## src/rtl/control_pipe_if.sv

```systemverilog
// Control bundle interface between the decode logic and the pipeline
// control block: decoded ID-stage fields in, per-stage controls, stall
// and forwarding selects out.
interface control_pipe_if #(
  parameter int REG_AW = 5,
  parameter int AOP_W  = 2
);
  logic              id_branch_i;
  logic              id_memread_i;
  logic              id_memwrite_i;
  logic              id_memtoreg_i;
  logic              id_alusrc_i;
  logic [AOP_W-1:0]  id_aluop_i;
  logic              id_regwrite_i;
  logic [REG_AW-1:0] id_rs1_i;
  logic [REG_AW-1:0] id_rs2_i;
  logic [REG_AW-1:0] id_rd_i;
  logic              flush_i;

  logic              stall_o;
  logic              ex_alusrc_o;
  logic [AOP_W-1:0]  ex_aluop_o;
  logic              ex_branch_o;
  logic [1:0]        forward_a_o;
  logic [1:0]        forward_b_o;
  logic              mem_memread_o;
  logic              mem_memwrite_o;
  logic [REG_AW-1:0] mem_rd_o;
  logic              wb_memtoreg_o;
  logic              wb_regwrite_o;
  logic [REG_AW-1:0] wb_rd_o;

  // Decode side: drives the ID bundle and flush, observes the controls.
  modport master (
    output id_branch_i, id_memread_i, id_memwrite_i, id_memtoreg_i,
           id_alusrc_i, id_aluop_i, id_regwrite_i,
           id_rs1_i, id_rs2_i, id_rd_i, flush_i,
    input  stall_o, ex_alusrc_o, ex_aluop_o, ex_branch_o,
           forward_a_o, forward_b_o, mem_memread_o, mem_memwrite_o,
           mem_rd_o, wb_memtoreg_o, wb_regwrite_o, wb_rd_o
  );

  // Pipeline control block side.
  modport slave (
    input  id_branch_i, id_memread_i, id_memwrite_i, id_memtoreg_i,
           id_alusrc_i, id_aluop_i, id_regwrite_i,
           id_rs1_i, id_rs2_i, id_rd_i, flush_i,
    output stall_o, ex_alusrc_o, ex_aluop_o, ex_branch_o,
           forward_a_o, forward_b_o, mem_memread_o, mem_memwrite_o,
           mem_rd_o, wb_memtoreg_o, wb_regwrite_o, wb_rd_o
  );
endinterface

```

## src/rtl/control_pipe.sv

```systemverilog
// Pipeline control carrier: moves the decoded control bundle through the
// ID/EX, EX/MEM and MEM/WB registers, detects load-use hazards (one-cycle
// stall with bubble) and produces the EX-stage operand forwarding selects.
module control_pipe #(
  parameter int REG_AW = 5,
  parameter int AOP_W  = 2
) (
  input  logic                clk_i,
  input  logic                rst_i,
  control_pipe_if.slave       bus
);

  typedef struct packed {
    logic              branch;
    logic              memread;
    logic              memwrite;
    logic              memtoreg;
    logic              alusrc;
    logic [AOP_W-1:0]  aluop;
    logic              regwrite;
    logic [REG_AW-1:0] rs1;
    logic [REG_AW-1:0] rs2;
    logic [REG_AW-1:0] rd;
  } id_ex_t;

  typedef struct packed {
    logic              memread;
    logic              memwrite;
    logic              memtoreg;
    logic              regwrite;
    logic [REG_AW-1:0] rd;
  } ex_mem_t;

  typedef struct packed {
    logic              memtoreg;
    logic              regwrite;
    logic [REG_AW-1:0] rd;
  } mem_wb_t;

  localparam logic [1:0] FWD_NONE = 2'b00;
  localparam logic [1:0] FWD_WB   = 2'b01;
  localparam logic [1:0] FWD_MEM  = 2'b10;

  id_ex_t  ex_q;
  ex_mem_t mem_q;
  mem_wb_t wb_q;

  id_ex_t  id_bundle;
  logic    stall;
  logic    bubble;
  logic [1:0] fwd_a;
  logic [1:0] fwd_b;

  assign id_bundle = '{
    branch:   bus.id_branch_i,
    memread:  bus.id_memread_i,
    memwrite: bus.id_memwrite_i,
    memtoreg: bus.id_memtoreg_i,
    alusrc:   bus.id_alusrc_i,
    aluop:    bus.id_aluop_i,
    regwrite: bus.id_regwrite_i,
    rs1:      bus.id_rs1_i,
    rs2:      bus.id_rs2_i,
    rd:       bus.id_rd_i
  };

  // Load-use: a load in EX whose (non-x0) destination is read by ID.
  // Opcode is ignored, so unused rs fields can cause a harmless extra stall.
  assign stall = ex_q.memread && (ex_q.rd != '0) &&
                 ((ex_q.rd == bus.id_rs1_i) || (ex_q.rd == bus.id_rs2_i));

  // Stall and flush both just turn the ID/EX load into a bubble.
  assign bubble = stall || bus.flush_i;

  // Stage registers; all three stages advance on every edge.
  // NOTE: sequential state uses non-blocking assignments so every stage
  // samples the previous stage's old value on the same edge.
  always_ff @(posedge clk_i or negedge rst_i) begin
    if (!rst_i) begin
      ex_q  <= '0;
      mem_q <= '0;
      wb_q  <= '0;
    end else begin
      ex_q  <= bubble ? '0 : id_bundle;
      mem_q <= '{memread:  ex_q.memread,
                 memwrite: ex_q.memwrite,
                 memtoreg: ex_q.memtoreg,
                 regwrite: ex_q.regwrite,
                 rd:       ex_q.rd};
      wb_q  <= '{memtoreg: mem_q.memtoreg,
                 regwrite: mem_q.regwrite,
                 rd:       mem_q.rd};
    end
  end

  // Forwarding selects: EX/MEM wins over MEM/WB, x0 never forwards.
  // NOTE: every always_comb output gets a default first so no path
  // leaves it unassigned and infers a latch.
  always_comb begin
    fwd_a = FWD_NONE;
    fwd_b = FWD_NONE;
    if (mem_q.regwrite && (mem_q.rd != '0) && (mem_q.rd == ex_q.rs1))
      fwd_a = FWD_MEM;
    else if (wb_q.regwrite && (wb_q.rd != '0) && (wb_q.rd == ex_q.rs1))
      fwd_a = FWD_WB;
    if (mem_q.regwrite && (mem_q.rd != '0) && (mem_q.rd == ex_q.rs2))
      fwd_b = FWD_MEM;
    else if (wb_q.regwrite && (wb_q.rd != '0) && (wb_q.rd == ex_q.rs2))
      fwd_b = FWD_WB;
  end

  assign bus.stall_o        = stall;
  assign bus.ex_alusrc_o    = ex_q.alusrc;
  assign bus.ex_aluop_o     = ex_q.aluop;
  assign bus.ex_branch_o    = ex_q.branch;
  assign bus.forward_a_o    = fwd_a;
  assign bus.forward_b_o    = fwd_b;
  assign bus.mem_memread_o  = mem_q.memread;
  assign bus.mem_memwrite_o = mem_q.memwrite;
  assign bus.mem_rd_o       = mem_q.rd;
  assign bus.wb_memtoreg_o  = wb_q.memtoreg;
  assign bus.wb_regwrite_o  = wb_q.regwrite;
  assign bus.wb_rd_o        = wb_q.rd;

endmodule

```

## src/flat_wrapper.sv

```systemverilog
// flat-port wrapper written by rule: the top's interface ports become plain ports
module control_pipe_flat 
#(
  parameter int REG_AW = 5,
  parameter int AOP_W  = 2
)
  (clk_i, rst_i, bus_id_branch_i, bus_id_memread_i, bus_id_memwrite_i, bus_id_memtoreg_i, bus_id_alusrc_i, bus_id_aluop_i, bus_id_regwrite_i, bus_id_rs1_i, bus_id_rs2_i, bus_id_rd_i, bus_flush_i, bus_stall_o, bus_ex_alusrc_o, bus_ex_aluop_o, bus_ex_branch_o, bus_forward_a_o, bus_forward_b_o, bus_mem_memread_o, bus_mem_memwrite_o, bus_mem_rd_o, bus_wb_memtoreg_o, bus_wb_regwrite_o, bus_wb_rd_o);
  control_pipe_if #(.REG_AW(REG_AW), .AOP_W(AOP_W)) bus_i ();
  input  logic clk_i;
  input  logic rst_i;
  input wire logic [$bits(bus_i.id_branch_i)-1:0] bus_id_branch_i;
  input wire logic [$bits(bus_i.id_memread_i)-1:0] bus_id_memread_i;
  input wire logic [$bits(bus_i.id_memwrite_i)-1:0] bus_id_memwrite_i;
  input wire logic [$bits(bus_i.id_memtoreg_i)-1:0] bus_id_memtoreg_i;
  input wire logic [$bits(bus_i.id_alusrc_i)-1:0] bus_id_alusrc_i;
  input wire logic [$bits(bus_i.id_aluop_i)-1:0] bus_id_aluop_i;
  input wire logic [$bits(bus_i.id_regwrite_i)-1:0] bus_id_regwrite_i;
  input wire logic [$bits(bus_i.id_rs1_i)-1:0] bus_id_rs1_i;
  input wire logic [$bits(bus_i.id_rs2_i)-1:0] bus_id_rs2_i;
  input wire logic [$bits(bus_i.id_rd_i)-1:0] bus_id_rd_i;
  input wire logic [$bits(bus_i.flush_i)-1:0] bus_flush_i;
  output wire logic [$bits(bus_i.stall_o)-1:0] bus_stall_o;
  output wire logic [$bits(bus_i.ex_alusrc_o)-1:0] bus_ex_alusrc_o;
  output wire logic [$bits(bus_i.ex_aluop_o)-1:0] bus_ex_aluop_o;
  output wire logic [$bits(bus_i.ex_branch_o)-1:0] bus_ex_branch_o;
  output wire logic [$bits(bus_i.forward_a_o)-1:0] bus_forward_a_o;
  output wire logic [$bits(bus_i.forward_b_o)-1:0] bus_forward_b_o;
  output wire logic [$bits(bus_i.mem_memread_o)-1:0] bus_mem_memread_o;
  output wire logic [$bits(bus_i.mem_memwrite_o)-1:0] bus_mem_memwrite_o;
  output wire logic [$bits(bus_i.mem_rd_o)-1:0] bus_mem_rd_o;
  output wire logic [$bits(bus_i.wb_memtoreg_o)-1:0] bus_wb_memtoreg_o;
  output wire logic [$bits(bus_i.wb_regwrite_o)-1:0] bus_wb_regwrite_o;
  output wire logic [$bits(bus_i.wb_rd_o)-1:0] bus_wb_rd_o;
  assign bus_i.id_branch_i = bus_id_branch_i;
  assign bus_i.id_memread_i = bus_id_memread_i;
  assign bus_i.id_memwrite_i = bus_id_memwrite_i;
  assign bus_i.id_memtoreg_i = bus_id_memtoreg_i;
  assign bus_i.id_alusrc_i = bus_id_alusrc_i;
  assign bus_i.id_aluop_i = bus_id_aluop_i;
  assign bus_i.id_regwrite_i = bus_id_regwrite_i;
  assign bus_i.id_rs1_i = bus_id_rs1_i;
  assign bus_i.id_rs2_i = bus_id_rs2_i;
  assign bus_i.id_rd_i = bus_id_rd_i;
  assign bus_i.flush_i = bus_flush_i;
  assign bus_stall_o = bus_i.stall_o;
  assign bus_ex_alusrc_o = bus_i.ex_alusrc_o;
  assign bus_ex_aluop_o = bus_i.ex_aluop_o;
  assign bus_ex_branch_o = bus_i.ex_branch_o;
  assign bus_forward_a_o = bus_i.forward_a_o;
  assign bus_forward_b_o = bus_i.forward_b_o;
  assign bus_mem_memread_o = bus_i.mem_memread_o;
  assign bus_mem_memwrite_o = bus_i.mem_memwrite_o;
  assign bus_mem_rd_o = bus_i.mem_rd_o;
  assign bus_wb_memtoreg_o = bus_i.wb_memtoreg_o;
  assign bus_wb_regwrite_o = bus_i.wb_regwrite_o;
  assign bus_wb_rd_o = bus_i.wb_rd_o;
  control_pipe #(.REG_AW(REG_AW), .AOP_W(AOP_W)) u_core (.clk_i(clk_i), .rst_i(rst_i), .bus(bus_i));
endmodule
```

## config.mk

```make
export PLATFORM = sky130hd
export DESIGN_NAME = control_pipe_flat
export DESIGN_NICKNAME = d
export VERILOG_FILES = /design/src/rtl/control_pipe_if.sv /design/src/rtl/control_pipe.sv /design/src/flat_wrapper.sv
export SDC_FILE = /design/constraint.sdc
export NUM_CORES = 1
export LEC_CHECK = 0
export ABC_AREA = 1
export BUFFER_PORTS_ARGS = -buffer_cell sky130_fd_sc_hd__clkbuf_2
export CORE_MARGIN = 1
export CORE_UTILIZATION = 51
export CTS_CLUSTER_DIAMETER = 120
export DETAILED_ROUTE_END_ITERATION = 8
export GPL_TIMING_DRIVEN = 1
export PLACE_DENSITY_LB_ADDON = 0.12
export SETUP_SLACK_MARGIN = 0.05
export SYNTH_ARGS = -nofsm -noshare
export SYNTH_HDL_FRONTEND = slang
export SYNTH_SLANG_ARGS = --single-unit
```

## constraint.sdc

```tcl
create_clock -name clk_i -period 1.7 [get_ports clk_i]
set_input_delay 0.34 -clock clk_i [delete_from_list [all_inputs] [get_ports clk_i]]
set_output_delay 0.34 -clock clk_i [all_outputs]
set_load 0.05 [all_outputs]
```

* Yosys cells after proc, flatten, opt, wreduce, memory -nomap -nowiden
Index checks and enable logic that the tools add are counted.
** Operators by class
- Eq/ne operators :: 6
- Multiplexer cells :: 5
- Reductions and logical operators :: 13
** Operators by type and width (count)
- $eq A5 B5 Y1 :: 6
- $mux W23 :: 1
- $reduce_bool A5 Y1 :: 3
- $logic_and A1 B1 Y1 :: 8
- $mux W2 :: 2
- $logic_or A1 B1 Y1 :: 2
- $mux W1 :: 2
** Word-level totals
- Register bits :: 39
- Output and inout port bits :: 23

* Longest topological paths before layout
- Depth after elaboration :: 5
- Depth in mapped cells :: 10
- Mapped depth without buffers :: 9

* Worst setup path before layout
OpenSTA, ideal clock, no wires.
- Path type :: register to output
- From :: reg u_core.mem_q, in the netlist u_core.bus.mem_rd_o[0]
- To :: out bus_forward_b_o[0]
- Arrival :: 2.335 ns
- Setup slack :: -0.975 ns
- Stages on the path, launching flop included :: 5
- Path buffers :: 0
- Cells stage by stage :: dfrtp_1 xnor2_1 nand4_1 nor3_1 nor2_1
** Between the ends
- Cells in the longest elaborated chain, start to end :: 4
- Elaborated cells between the ends (all ways) :: 5
- Those cells by class :: eq/ne (1); mux (1); reduce/logical (3)
** Ends and longest elaborated chain
- from (decl) :: line control_pipe.sv:45 : ex_mem_t mem_q;
- from (signal assigned) :: line control_pipe.sv:85 : mem_q <= '{memread: ex_q.memread,
- $reduce_bool A5 Y1 :: line control_pipe.sv:106 : if (mem_q.regwrite && (mem_q.rd != '0) && (mem_q.rd == ex_q.rs2))
- $logic_and A1 B1 Y1 :: line control_pipe.sv:106
- $logic_and A1 B1 Y1 (*) :: line control_pipe.sv:106
- $mux W2 (*) :: line control_pipe.sv:106
- to (decl) :: line flat_wrapper.sv:27 : output wire logic [$bits(bus_i.forward_b_o)-1:0] bus_forward_b_o;
Mark *: on every way between the ends. The rest lies on a longest branch, timed or not.

* Worst setup path in the final report
- From :: reg u_core.mem_q, in the netlist u_core.bus.mem_rd_o[3]
- To :: out bus_forward_b_o[0]
The elaborated chain is that of the path after synthesis.

==> results.txt <==
Outcome -> finished with violations
Failing checks -> setup timing
Sequential share of power -> 48.4%
Yosys cell types -> 17
N_diodes -> 0
Synth Warn # -> 0
Number of synthesized register bits -> 39
Final core occ -> 72.72%
Power share of the clock group -> 34.8%
M1 GR Usage -> 19.94%
Element type at the critical path end -> output pin
Seq/Total Area, Yosys -> 56.64%
Area share of the leading cell type in the synthesized netlist -> 56.64%
H-tree depth -> 2
Crit path kind -> flop to output pin
Worst Min Path Start -> bus_id_branch_i
Critical path's slowest cell -> dfrtp_2
Vias per Instance -> 4.530
First-pass GRT wire length -> 5071 um
Gr ovfl total -> 0
Met2 track demand over resource -> 37.83%
Req. time, crit path -> 1.36 ns
Initial antenna violation count -> 0
Drt initial violations -> 25
Cell row count -> 20
Antenna viol nets, final -> 0
Unrepaired setup endpoints after global routing -> yes
DRC -> 0
First drt pass iteration count -> 4
Worst-Margin Slew -> 0.5204 ns
Max Fclk -> 517.2 MHz
Fin. Hold Viols -> 0
Clk_skew -> 0.009238 ns
Max capacitance violation total -> 0
Met3 usage -> 4.762%
LEAKAGE -> 1.246 nW
Hold crit path type -> input pin to flop
Deepest clock path buffer count -> 2
Mapped Cells -> 180
DP Worst Slack -> 0.01735 ns
Clock-pin slew on the worst setup and hold paths -> 0.11 ns
Final WS setup -> -0.2336 ns
Die Area -> 3614 um^2
Number of port buffers -> 48
Crit. Startpoint -> u_core.bus.mem_rd_o[3]
Initial Utilization -> 55.08%
Worst-skew pair later-pin latency -> 0.34 ns
GRT Overall Usage -> 20.28%
Syn Area/Cell -> 9.572 um^2
Final setup vio count -> 5
Logic gate share of total power -> 16.7%
Worst stage delay on the critical path -> 0.48 ns
Die width -> 60.12 um
WL final -> 3162 um
Crit-path max FO -> 5
Layout Nets -> 260
Vias in the first global route -> 1,249
Grt peak-use layer -> met2
Reg-to-Reg Start -> u_core.ex_q[1]
Arrival time worst endpoint -> 1.59 ns
Worst path cell trace -> xnor2_2, nand4_1, nor3_4, nor2_4, buf_8
Layout area overhead -> 32.03%
Routed vias -> 1,264
Dpl hpwl -> 2326 um
Synth Net Count -> 206
CTS tree -> done
Core box area -> 3128 um^2
Die H -> 60.12 um
Final Cycle Share -> 113.7%
Worst VDD drop -> 0.7312 mV
Slew Limit Fails -> 0
Min Tclk post-route -> 1.934 ns
CTS Sinks -> 39
Cts bufs inserted -> 5
Largest net degree at the start of global routing -> 24
Drt wl/cell -> 11.33 um
Layout cell share with drive strength beyond 1 -> 42.98%
Ranking of synthesized cells by area -> dfrtp_1 57%, xnor2_1 7.1%, inv_1 7.0%
P per Cell Area -> 937.1 nW/um^2
Net Sw Frac -> 26.28%
Cell Int Power -> 0.001571 W
Synth area leader -> dfrtp_1
Root buffer cell -> clkbuf_4
CP Launch Type -> flop
# IOs -> 49
Synthesized area -> 1723 um^2
Setup_tns -> -1.015 ns
P_sw -> 0.0005602 W
Placer's final routability congestion estimate -> 0.8033
Rel. slew slack -> 65.31%
cell usage after synthesis:
library cell	count
dfrtp_1	39
inv_1	32
nand2_1	26
nor2_1	25
xnor2_1	14
nor2_2	10
xor2_1	8
buf_4	7
nor3_1	5
nand4_1	4
nand3_1	3
o21ai_0	2
buf_12	1
buf_6	1
inv_2	1
nand2_2	1
nand2_4	1
state kept, by name, summed over array words and instances (netlist names):
signal	flops
u_core.bus.ex_aluop_o	2
u_core.bus.ex_branch_o	1
u_core.bus.mem_memread_o	1
u_core.mem_q	2
u_core.bus.wb_memtoreg_o	1
u_core.bus.ex_alusrc_o	1
u_core.bus.mem_memwrite_o	1
u_core.ex_q	19
u_core.bus.wb_rd_o	5
u_core.bus.mem_rd_o	5
u_core.bus.wb_regwrite_o	1
power groups by stage:
stage          combinational (W)  clock, W  sequential (W)
4_1_cts                 0.000351  0.000759         0.00103
3_5_place_dp            0.000329         0         0.00104
5_1_grt                 0.000388  0.000807         0.00104
6_report                0.000357  0.000742         0.00103
2_1_floorplan           0.000197         0         0.00109
3_3_place_gp            0.000321         0         0.00104
layout by cell type (no fill, tap or decap), drive strengths merged:
cell type	count
clkbuf	51
dfrtp	39
nor2	35
inv	33
nand2	28
xnor2	14
buf	10
xor2	8
nor3	5
nand4	4
nand3	3
bufinv	2
o21ai	2
dlygate4sd3	1
per-layer routing:
layer	routed length, um	up-vias
met5	0	-
met4	80	0
met3	145	10
met2	1790	45
met1	1145	579
li1	-	630
logic make-up (layout without fill, tap and decap cells):
logic type | after synthesis | in the layout | synth area share, %
simple gates | 75 | 75 | 19.53
xor+xnor | 22 | 22 | 11.18
buf+inv | 42 | 97 | 12.06
flops | 39 | 39 | 56.65
compound gates | 2 | 2 | 0.5810
repair_timing:
action,in CTS,in global routing
buffers inserted,5,1
hold buffers,1,0
endpoints found under the setup margin,5,6
gates resized for setup,21,11
pin swaps,13,15
cloned,0,0
hold endpoints to repair,19,0
metrics by stage:
step                      total power, W  hold slack (ns)  std cells  cell area [um^2]
after floorplan                 0.001283          0.04441        180              1769
after global placement          0.001362           0.3292        264              2001
after detailed placement        0.001373           0.3413        264              2001
after CTS                       0.002139           0.1667        278              2237
after global routing            0.002235           0.1595        279              2275
final                           0.002132           0.1710        279              2275
cell type report:
cell class	count	area, um^2
Multi-Input combinational cell	99	630.6
Clock buffer	6	41.29
Clock inverter	2	60.06
Fill cell	238	853.3
Tap cell	44	55.05
Inverter	33	123.9
Timing Repair Buffer	56	374.1
Sequential cell	39	989.7
critical path, delay by kind of cell (launching register included):
family / cells / cell delay, ns
flip-flops: 1 / 0.48
AND/OR/NAND/NOR: 3 / 0.46
buffers and inverters: 1 / 0.15
XOR/XNOR: 1 / 0.16
path summary, 6_finish.rpt:
path,to,slack (ns),depth (start not counted)
worst max-delay path,bus_forward_b_o[0],-0.23,5
worst min-delay path,u_core.bus.ex_branch_o,0.17,3
worst max register to register,u_core.ex_q[15],0.17,10
worst min register to register,u_core.mem_q[5],0.37,0
max in group asynchronous,u_core.bus.mem_rd_o[0],0.71,3
min in group asynchronous,u_core.ex_q[20],0.50,2
Note: power is estimated with default switching activity, not from simulation.
